===== src/rtl/uart_tx_pkg.sv =====
// Shared types and constants for the UART byte transmitter.
// Build option: define UART_TX_PARITY_EN to add an even-parity bit before the stop bit.
package uart_tx_pkg;

    localparam int DIV_W     = 24;
    localparam int DATA_BITS = 8;

`ifdef UART_TX_PARITY_EN
    localparam int FRAME_BITS = 11;
    typedef enum logic [2:0] {
        ST_IDLE,
        ST_START,
        ST_DATA,
        ST_PARITY,
        ST_STOP
    } tx_state_t;
`else
    localparam int FRAME_BITS = 10;
    typedef enum logic [1:0] {
        ST_IDLE,
        ST_START,
        ST_DATA,
        ST_STOP
    } tx_state_t;
`endif

    localparam int unsigned BAUD_RATES [8] = '{
        32'd9600, 32'd19200, 32'd38400, 32'd57600,
        32'd115200, 32'd230400, 32'd460800, 32'd921600
    };

    // Clock cycles per bit for a baud code; integer division truncates.
    function automatic logic [DIV_W-1:0] baud_div(input logic [2:0] sel,
                                                  input int unsigned clk_freq);
        return DIV_W'(clk_freq / BAUD_RATES[sel]);
    endfunction

endpackage


===== src/rtl/uart_baud_gen.sv =====
// Bit-period divider: counts 0..div-1 while enabled and pulses bit_tick on the wrap cycle.
module uart_baud_gen
    import uart_tx_pkg::*;
(
    input  logic             clk,
    input  logic             srst,
    input  logic             en,
    input  logic             clear,
    input  logic [DIV_W-1:0] div,
    output logic             bit_tick
);

    logic [DIV_W-1:0] cnt_reg;

    assign bit_tick = en && (cnt_reg == div - DIV_W'(1));

    always_ff @(posedge clk) begin
        if (srst || clear || !en) begin
            cnt_reg <= '0;
        end else if (bit_tick) begin
            cnt_reg <= '0;
        end else begin
            cnt_reg <= cnt_reg + DIV_W'(1);
        end
    end

endmodule


===== src/rtl/uart_byte_tx.sv =====
// One-byte asynchronous UART transmitter (8N1, LSB first) with run-time baud select.
// Build option: UART_TX_PARITY_EN inserts an even-parity bit (8E1 framing).
module uart_byte_tx
    import uart_tx_pkg::*;
#(
    parameter int unsigned CLK_FREQ = 50_000_000
) (
    input  logic       Clk,
    input  logic       Reset_n,
    input  logic [7:0] Data,
    input  logic [2:0] baud_set,
    input  logic       send_en,
    output logic       uart_tx,
    output logic       tx_done
);

    // Reset_n is active-high despite its name.
    logic srst;
    assign srst = Reset_n;

    tx_state_t        state_reg, state_next;
    logic [3:0]       bit_cnt_reg, bit_cnt_next;
    logic [7:0]       data_reg, data_next;
    logic [DIV_W-1:0] div_reg, div_next;
    logic             tx_reg, tx_next;
    logic             done_reg, done_next;
    logic             frame_start;
    logic             bit_tick;

    uart_baud_gen u_baud_gen (
        .clk      (Clk),
        .srst     (srst),
        .en       (state_reg != ST_IDLE),
        .clear    (frame_start),
        .div      (div_reg),
        .bit_tick (bit_tick)
    );

    // bit_cnt_reg tracks the frame position: 0 = start, 1..8 = data, then parity/stop.
    always_comb begin
        state_next   = state_reg;
        bit_cnt_next = bit_cnt_reg;
        data_next    = data_reg;
        div_next     = div_reg;
        tx_next      = tx_reg;
        done_next    = 1'b0;
        frame_start  = 1'b0;

        case (state_reg)
            ST_IDLE: begin
                tx_next = 1'b1;
                if (send_en) begin
                    frame_start  = 1'b1;
                    state_next   = ST_START;
                    data_next    = Data;
                    div_next     = baud_div(baud_set, CLK_FREQ);
                    bit_cnt_next = 4'd0;
                    tx_next      = 1'b0;
                end
            end
            ST_START: begin
                if (bit_tick) begin
                    state_next   = ST_DATA;
                    bit_cnt_next = 4'd1;
                    tx_next      = data_reg[0];
                end
            end
            ST_DATA: begin
                if (bit_tick) begin
                    bit_cnt_next = bit_cnt_reg + 4'd1;
                    if (bit_cnt_reg == 4'(DATA_BITS)) begin
`ifdef UART_TX_PARITY_EN
                        state_next = ST_PARITY;
                        tx_next    = ^data_reg;
`else
                        state_next = ST_STOP;
                        tx_next    = 1'b1;
`endif
                    end else begin
                        tx_next = data_reg[bit_cnt_reg[2:0]];
                    end
                end
            end
`ifdef UART_TX_PARITY_EN
            ST_PARITY: begin
                if (bit_tick) begin
                    state_next   = ST_STOP;
                    bit_cnt_next = bit_cnt_reg + 4'd1;
                    tx_next      = 1'b1;
                end
            end
`endif
            ST_STOP: begin
                tx_next = 1'b1;
                if (bit_tick) begin
                    state_next   = ST_IDLE;
                    bit_cnt_next = 4'd0;
                    done_next    = (bit_cnt_reg == 4'(FRAME_BITS - 1));
                end
            end
            default: begin
                state_next = ST_IDLE;
                tx_next    = 1'b1;
            end
        endcase
    end

    always_ff @(posedge Clk) begin
        if (srst) begin
            state_reg   <= ST_IDLE;
            bit_cnt_reg <= 4'd0;
            data_reg    <= 8'd0;
            div_reg     <= '0;
            tx_reg      <= 1'b1;
            done_reg    <= 1'b0;
        end else begin
            state_reg   <= state_next;
            bit_cnt_reg <= bit_cnt_next;
            data_reg    <= data_next;
            div_reg     <= div_next;
            tx_reg      <= tx_next;
            done_reg    <= done_next;
        end
    end

    assign uart_tx = tx_reg;
    assign tx_done = done_reg;

endmodule


===== config.mk =====
export PLATFORM = sky130hd
export DESIGN_NAME = uart_byte_tx
export DESIGN_NICKNAME = d
export VERILOG_FILES = /design/src/rtl/uart_tx_pkg.sv /design/src/rtl/uart_baud_gen.sv /design/src/rtl/uart_byte_tx.sv
export SDC_FILE = /design/constraint.sdc
export NUM_CORES = 1
export LEC_CHECK = 0
export BUFFER_PORTS_ARGS = -buffer_cell sky130_fd_sc_hd__buf_2
export CORE_AREA = 3 3 203 205
export DETAILED_ROUTE_END_ITERATION = 12
export DIE_AREA = 0 0 206 208
export PLACE_DENSITY = 0.58
export SLEW_MARGIN = 20
export SYNTH_ARGS = -nofsm -noshare
export SYNTH_HDL_FRONTEND = slang
export SYNTH_SLANG_ARGS = --single-unit

===== constraint.sdc =====
create_clock -name Clk -period 55.3 [get_ports Clk]
set_input_delay 2.765 -clock Clk [delete_from_list [all_inputs] [get_ports Clk]]
set_output_delay 2.765 -clock Clk [all_outputs]
set_load 0.005 [all_outputs]

==> impl_metrics.tcl, run 1 <==
set metrics [dict create \
    rsz0062_at_grt "false" \
    critPathKind "input port to flop" \
    yosysTopAreaCell "ha_1" \
    crit_fanout 23 \
    dpl.hpwl_um 53100 \
    min_path_cells 2 \
    ys_types 129 \
    drv_slew 0 \
    critPathMaxStageDelay_ns 0.84 \
    drive_above_1_share 0.0743 \
    cts_root_buf "clkbuf_16" \
    die_h_um 208 \
    seq_area_frac_synth 0.0725 \
    crit_buf_inv 7 \
    async_reset_ff_frac 0 \
    stdcell_area_um2 18500 \
    cp.depth 166 \
    finalSetupTns_ns 0 \
    setup_viol 0 \
    grt_usage 0.312 \
    dr.pass1.iters 5 \
    syn_area_um2 17700 \
    avgSynthCellArea_um2 6.91 \
    post-cts-setup-buffers 0 \
    worst_pin_slew_ns 0.979 \
    grt.overflow.total 0 \
    h-tree-depth 3 \
    synth-seq-cells 64 \
    rr_worst_depth 16 \
    cts_sinks 64 \
    grt_pass1_vias 18600 \
    wl_um 69200 \
    synth.area.top_cells "ha_1 13%, dfxtp_1 7.3%, a21oi_1 6.8%, xnor2_1 6.3%, nor2_1 6.2%" \
    port_buffers 15 \
    dr_total_vias 19800 \
    routabilityCongestion 0.981 \
    rows 73 \
    drc 0 \
    grt_max_degree 41 \
    finalCritPeriodShare 0.821 \
    place_area_um2 18100 \
    dieArea_um2 42800 \
    max_slew_margin 0.344 \
    dp.cells 3027 \
    clk_pin_slew_ns 0.06 \
    grt_antenna_before_repair 0 \
    nets 2710 \
    start_kind "input port" \
    synth_common_cells "291 x nor2_1, 254 x nand2_1, 241 x a21oi_1" \
    syn-instance-count 2555 \
    core_area_um2 39600 \
    synthToLayoutAreaGrowth_pct 4.72 \
    yosysMostFrequentCell "nor2_1" \
    hold_class "flop to flop" \
    ant_nets 0 \
    cts_tree "yes" \
    postCtsResizedCells 0 \
    skew_ns 0.00990 \
    grt_pass1_wl_um 107000 \
    synth_top_area_share 0.130 \
    clkLatencyLatePin_ns 0.35 \
    cap_viol_max_count 0 \
    crit_required_ns 55.53 \
    numCtsBuffers 9 \
    drtIter0Drc 1812 \
    cp.arrival_ns 45.62 \
    max_freq_ghz 0.0220 \
    cp-end-kind "flop" \
    status "completed" \
    viasPerCell 6.51 \
    clk_path_buf_depth 2 \
    synth-main-ff-cell "dfxtp_1" \
    wl_per_cell_um 22.7 \
    crit_slowest_cell "a311oi_4" \
    top_level_ports 16 \
    die_x_um 206 \
    ys_warn_count 0 \
    hold_viol 0 \
    cpMostUsedCell "ha_1" \
    initial_core_util 0.446 \
    synth_edf_count 0 \
    fin_crit_ns 45.40 \
    hold_buffers 0 \
    final_cells 3044 \
    crit_family "compound AO/OA/AOI/OAI gates" \
]
path summary, 6_finish.rpt:
check	from	to	slack (ns)
setup / recovery	baud_set[0]	div_reg[0]$_SDFFE_PP0P_	9.90
hold reg to reg	data_reg[5]$_SDFFE_PP0P_	data_reg[5]$_SDFFE_PP0P_	0.46
setup reg to reg	div_reg[0]$_SDFFE_PP0P_	bit_cnt_reg[0]$_SDFFE_PP0P_	51.12
hold / removal	data_reg[5]$_SDFFE_PP0P_	data_reg[5]$_SDFFE_PP0P_	0.46
area by class of cell:
cell class | instances | area [um^2]
clock inverter | 7 | 125
antenna | 1 | 2.50
inverter | 76 | 285
multi-input combinational | 2314 | 15600
sequential | 64 | 1280
timing repair buffer | 48 | 323
tap | 525 | 657
clock buffer | 9 | 225
fill | 4116 | 21100
worst reg2reg max path: stages, from the launching register on:
cell	delay, ns
dfxtp_1	0.39
inv_1	0.12
ha_1	0.26
inv_1	0.08
nor4_1	0.23
buf_4	0.21
nand2_1	0.10
nor3_1	0.22
xnor2_1	0.09
a2111oi_0	0.36
nand4_1	0.17
a2111oi_0	0.51
o221ai_1	0.38
a21oi_1	0.22
a21oi_1	0.14
or3b_2	0.50
a21oi_1	0.13
per-layer routing:
metal | share of wire | up-vias | track usage
met5 | 0 | - | 0
met4 | 0.035 | 0 | 0.105
met3 | 0.070 | 151 | 0.0383
met2 | 0.45 | 803 | 0.504
met1 | 0.45 | 9370 | 0.430
li1 | - | 9490 | -
cells by family after synthesis:
| group | after synthesis | synth area share |
|---|---|---|
| simple gates | 1023 | 0.286 |
| flops | 64 | 0.0725 |
| fa+ha+maj | 183 | 0.130 |
| other cells | 1 | 0.000212 |
| xor+xnor | 195 | 0.0979 |
| compound gates | 846 | 0.329 |
| mux | 61 | 0.0385 |
| buf+inv | 182 | 0.0459 |
cell usage in the layout (no fill, tap or decap), types with 25 or more instances in the layout:
| cell type | synthesis | layout |
|---|---|---|
| a21o_1 | 58 | 58 |
| a211oi_1 | 45 | 45 |
| nand3_1 | 81 | 81 |
| inv_1 | 70 | 70 |
| dfxtp_1 | 64 | 64 |
| mux2i_1 | 31 | 31 |
| nor2b_1 | 25 | 25 |
| nor2_1 | 291 | 291 |
| xnor2_1 | 128 | 128 |
| o21a_1 | 42 | 42 |
| nor3_1 | 87 | 87 |
| buf_4 | 23 | 33 |
| a21oi_1 | 241 | 240 |
| nand4_1 | 36 | 36 |
| o21ai_0 | 142 | 140 |
| and3_1 | 32 | 32 |
| nand2b_1 | 39 | 39 |
| ha_1 | 183 | 182 |
| a31oi_1 | 32 | 32 |
| xor2_1 | 65 | 65 |
| nand2_1 | 254 | 254 |
| and2_1 | 37 | 37 |
metrics by stage:
stage / hold slack (ns) / worst slack, ns / util
6_report: 0.457 / 9.90 / 0.467
5_1_grt: 0.473 / 6.59 / 0.467
4_1_cts: 0.461 / 10.88 / 0.467
3_5_place_dp: 0.453 / 10.69 / 0.458
3_3_place_gp: 0.441 / 11.63 / 0.458
2_1_floorplan: 0.433 / 17.21 / -
Power of run 1 is not shown: default switching activity piles up to over one toggle a cycle in this logic, so the estimate is an artifact.
==> run 2: changes to the inputs <==
==> constraint.sdc (replaced) <==
create_clock -name Clk -period 45.3 [get_ports Clk]
set_input_delay 2.265 -clock Clk [delete_from_list [all_inputs] [get_ports Clk]]
set_output_delay 2.265 -clock Clk [all_outputs]
set_load 0.005 [all_outputs]
==> run 2 against run 1 <==
Against the previous run: critical path type unchanged; sequential share of layout area fell by 0.071 points; cell count is 0.53% higher; via count is 0.82% higher; non-clock buffer count rose by 16; critical path depth grew 6; clock skew is essentially flat; setup slack worse by 6.9 ns.
==> impl_metrics.tcl, run 2 (same netlist as run 1, synthesis figures left out) <==
set metrics [dict create \
    topRoutingLayerUsed "met4" \
    cp.arrival_ns 42.48 \
    nets 2726 \
    cp.depth 172 \
    wl_met2_um 30700 \
    initial_core_util 0.446 \
    grt.overflow.total 0 \
    grt_antenna_before_repair 1 \
    grt_pass1_vias 18700 \
    dieArea_um2 42800 \
    hold_class "flop to flop" \
    rsz0062_at_grt "false" \
    final_cell_mix "290 x nor2_1, 252 x nand2_1, 239 x a21oi_1" \
    status "completed" \
    critPathKind "input port to flop" \
    dr.pass1.iters 5 \
    wl_per_cell_um 22.9 \
    crit_required_ns 45.53 \
    dpl.hpwl_um 53300 \
    critPathMaxStageDelay_ns 0.56 \
    die_h_um 208 \
    die_x_um 206 \
    rows 73 \
    rr_worst_depth 17 \
    routabilityCongestion 0.974 \
    clkLatencyLatePin_ns 0.35 \
    start_kind "input port" \
    top_level_ports 16 \
    cts_root_buf "clkbuf_16" \
    min_path_cells 2 \
    setup_viol 0 \
    stdcell_area_um2 18700 \
    drive_above_1_share 0.0845 \
    dr_total_vias 20000 \
    finalSetupTns_ns 0 \
    register_area_um2 1280 \
    met1_length_um 31100 \
    finalCritPeriodShare 0.933 \
    crit_slowest_cell "a311o_1" \
    cap_viol_max_count 0 \
    numCtsBuffers 9 \
    drtIter0Drc 1811 \
    clk_pin_slew_ns 0.07 \
    port_buffers 15 \
    synthToLayoutAreaGrowth_pct 5.80 \
    h-tree-depth 3 \
    route.met3.wl_um 4970 \
    cts_sinks 64 \
    grt_max_degree 41 \
    drc 0 \
    drv_slew 0 \
    place_area_um2 18100 \
    hold_viol 0 \
    worst_pin_slew_ns 0.936 \
    multi_input_area_um2 15700 \
    wl_um 70100 \
    layout_commonest_cell "nor2_1" \
    crit_fanout 23 \
    crit_buf_inv 9 \
    viasPerCell 6.53 \
    cp-end-kind "flop" \
    skew_ns 0.0104 \
    clk_path_buf_depth 2 \
    fin_crit_ns 42.25 \
    cts_tree "yes" \
    grt_usage 0.314 \
    max_freq_ghz 0.0237 \
    crit_family "compound AO/OA/AOI/OAI gates" \
    ant_nets 0 \
    grt_pass1_wl_um 107000 \
    core_area_um2 39600 \
    hold_buffers 0 \
    n_fill_cell 4155 \
    max_slew_margin 0.375 \
]
-- run 2: metrics by stage --
stage                     setup slack, ns  hold slack, ns  std cells  utilization
after floorplan                      7.71           0.433       2560            -
after CTS                            1.38           0.457       3043        0.467
final                                3.05           0.457       3060        0.471
after global placement               2.09           0.443       3027        0.458
after global routing              0.00863           0.473       3060        0.471
after detailed placement             1.21           0.448       3027        0.458
-- run 2: layout make-up --
type / count / area share
diodes: 1 / 0.000134
clock buffers: 9 / 0.0121
clock inverters: 7 / 0.00670
inverters: 76 / 0.0153
multi-input cells: 2314 / 0.838
flip-flops and latches: 64 / 0.0686
well taps: 525 / 0.0352
repair buffers: 64 / 0.0244
-- run 2: worst min-delay path: cells and delay by family, from the launching register on --
kind	cells	cell delay, ns
and+or+nand+nor	1	0.05
DFF	1	0.31
AOI/OAI and AO/OA	1	0.05
-- run 2: repair_timing --
action | in CTS | in global routing
setup buffers | 0 | 16
hold endpoints to repair | 0 | 0
endpoints found under the setup margin | 0 | 2
gates resized for setup | 0 | 16
-- run 2: routing by layer --
layer  up-vias  GRT usage
met3       196     0.0397
met5         -          0
met4         0      0.135
met1      9381      0.432
met2       880      0.490
li1       9519          -
-- run 2: path summary, 6_finish.rpt --
check / from / endpoint / slack (ns)
max: baud_set[0] / div_reg[0]$_SDFFE_PP0P_ / 3.05
min: data_reg[7]$_SDFFE_PP0P_ / data_reg[7]$_SDFFE_PP0P_ / 0.46
max reg2reg: div_reg[2]$_SDFFE_PP0P_ / state_reg[1]$_SDFFE_PP0P_ / 41.09
min reg2reg: data_reg[7]$_SDFFE_PP0P_ / data_reg[7]$_SDFFE_PP0P_ / 0.46
Power of run 2 is left out for the same reason.
==> run 3: changes to the inputs <==
--- a/config.mk
+++ b/config.mk
@@ -5,11 +5,13 @@
 export SDC_FILE = /design/constraint.sdc
 export NUM_CORES = 1
 export LEC_CHECK = 0
+export ABC_CLOCK_PERIOD_IN_PS = 45300
 export BUFFER_PORTS_ARGS = -buffer_cell sky130_fd_sc_hd__buf_2
-export CORE_AREA = 3 3 203 205
+export CAP_MARGIN = 40
+export CORE_AREA = 3 3 215 217
 export DETAILED_ROUTE_END_ITERATION = 12
-export DIE_AREA = 0 0 206 208
-export PLACE_DENSITY = 0.58
+export DIE_AREA = 0 0 218 220
+export PLACE_DENSITY = 0.53
 export SLEW_MARGIN = 20
 export SYNTH_ARGS = -nofsm -noshare
 export SYNTH_HDL_FRONTEND = slang
==> run 3 against run 2 <==
Against the previous run: register-to-register slack lost 0.05 ns; design area increased by 0.41%; fmax grew 0.49%.
==> impl_metrics.tcl, run 3 (same netlist as run 1, synthesis figures left out) <==
set metrics [dict create \
    status "completed" \
    clk_path_buf_depth 2 \
    hold_viol 0 \
    grt_pass1_vias 18600 \
    max_slew_margin 0.387 \
    dieArea_um2 48000 \
    dpl.hpwl_um 55300 \
    grt_antenna_before_repair 2 \
    initial_core_util 0.399 \
    dr_total_vias 19900 \
    routabilityCongestion 0.953 \
    wl_um 71300 \
    cts_sinks 64 \
    drtIter0Drc 1971 \
    top_level_ports 16 \
    regToRegStartpoint "div_reg[9]$_SDFFE_PP0P_" \
    crit_fanout 23 \
    crit_path_end "div_reg[0]$_SDFFE_PP0P_" \
    viasPerCell 6.36 \
    wl_per_cell_um 22.8 \
    grt_max_degree 42 \
    port_buffers 15 \
    crit_slowest_cell "a2111oi_4" \
    cap_viol_max_count 0 \
    h-tree-depth 3 \
    clkLatencyLatePin_ns 0.35 \
    fin_crit_ns 42.04 \
    core_area_um2 44300 \
    start_kind "input port" \
    rr_worst_depth 12 \
    numCtsBuffers 9 \
    worst_pin_slew_ns 0.911 \
    die_h_um 220 \
    r2r-end "bit_cnt_reg[0]$_SDFFE_PP0P_" \
    clk_pin_slew_ns 0.07 \
    layout_commonest_cell "nor2_1" \
    rows 77 \
    cts_tree "yes" \
    hold_buffers 0 \
    grt_usage 0.288 \
    ant_nets 0 \
    crit_required_ns 45.53 \
    rsz0062_at_grt "false" \
    drive_above_1_share 0.0822 \
    setup_viol 0 \
    dr.pass1.iters 6 \
    synthToLayoutAreaGrowth_pct 6.23 \
    r2r_setup_slack_ns 41.04 \
    critPathKind "input port to flop" \
    critPathMaxStageDelay_ns 0.59 \
    worstSetupStartpoint "baud_set[0]" \
    cp.arrival_ns 42.28 \
    cpMostUsedCell "ha_1" \
    skew_ns 0.0155 \
    cts_root_buf "clkbuf_16" \
    max_freq_ghz 0.0238 \
    cp-end-kind "flop" \
    drv_slew 0 \
    drc 0 \
    finalCritPeriodShare 0.928 \
    hold_class "flop to flop" \
    grt_pass1_wl_um 109000 \
    die_x_um 218 \
    final_cell_mix "290 x nor2_1, 252 x nand2_1, 239 x a21oi_1" \
    grt.overflow.total 0 \
    finalSetupTns_ns 0 \
    nets 2723 \
]
-- run 3: cell types whose count changed in the layout (fill, tap and decap cells not counted), sizes merged --
cell / before / now
clkbuf: 9 / 10
buf: 64 / 61
clkinvlp: 0 / 1
inv: 74 / 72
diode: 1 / 3
-- run 3: through the flow --
step | utilization | cells | worst slack, ns | instance area (um^2) | hold WS (ns)
6_report | 0.423 | 3126 | 3.26 | 18800 | 0.450
5_1_grt | 0.423 | 3125 | 0.0937 | 18800 | 0.477
4_1_cts | 0.420 | 3116 | 1.64 | 18600 | 0.452
3_5_place_dp | 0.412 | 3100 | 1.47 | 18300 | 0.443
3_3_place_gp | 0.412 | 3096 | 1.80 | 18200 | 0.447
2_1_floorplan | - | 2560 | 7.71 | 17700 | 0.433
-- run 3: per-layer routing --
metal | routed length, um | global-route usage
met2 | 31800 | 0.476
met5 | 0 | 0
met3 | 4390 | 0.0321
met4 | 2760 | 0.0985
met1 | 32400 | 0.389
-- run 3: worst min path at each step --
stage          slack (ns)                  endpoint  cells past startpoint                     start
3_3_place_gp         0.45  data_reg[6]$_SDFFE_PP0P_                      2  data_reg[6]$_SDFFE_PP0P_
5_1_grt              0.48  data_reg[6]$_SDFFE_PP0P_                      2  data_reg[6]$_SDFFE_PP0P_
4_1_cts              0.45  data_reg[5]$_SDFFE_PP0P_                      2  data_reg[5]$_SDFFE_PP0P_
3_5_place_dp         0.44  data_reg[5]$_SDFFE_PP0P_                      2  data_reg[5]$_SDFFE_PP0P_
6_report             0.45  data_reg[5]$_SDFFE_PP0P_                      2  data_reg[5]$_SDFFE_PP0P_
2_1_floorplan        0.43  data_reg[2]$_SDFFE_PP0P_                      2  data_reg[2]$_SDFFE_PP0P_
-- run 3: worst max-delay path, delay by kind of cell --
kind,cells,cell delay [ns]
AOI/OAI and AO/OA,85,19.73
and+or+nand+nor,58,11.53
adders and majority gates,19,6.33
buffers and inverters,7,1.18
muxes,2,0.77
xor gates and xnor gates,1,0.32
-- run 3: layout make-up --
| type | count | area (um^2) |
|---|---|---|
| Tap cell | 592 | 741 |
| Sequential cell | 64 | 1280 |
| Clock buffer | 10 | 239 |
| Fill cell | 4669 | 25600 |
| Multi-Input combinational cell | 2314 | 15700 |
| Clock inverter | 6 | 115 |
| Inverter | 76 | 285 |
| Antenna cell | 3 | 7.51 |
| Timing Repair Buffer | 61 | 429 |
-- run 3: timing repair --
action / 4_1_cts / 5_1_grt
hold endpoints to repair: 0 / 0
buffers inserted: 0 / 5
endpoints found under the setup margin: 0 / 2
gates resized for setup: 0 / 17
Power of run 3 is left out for the same reason.
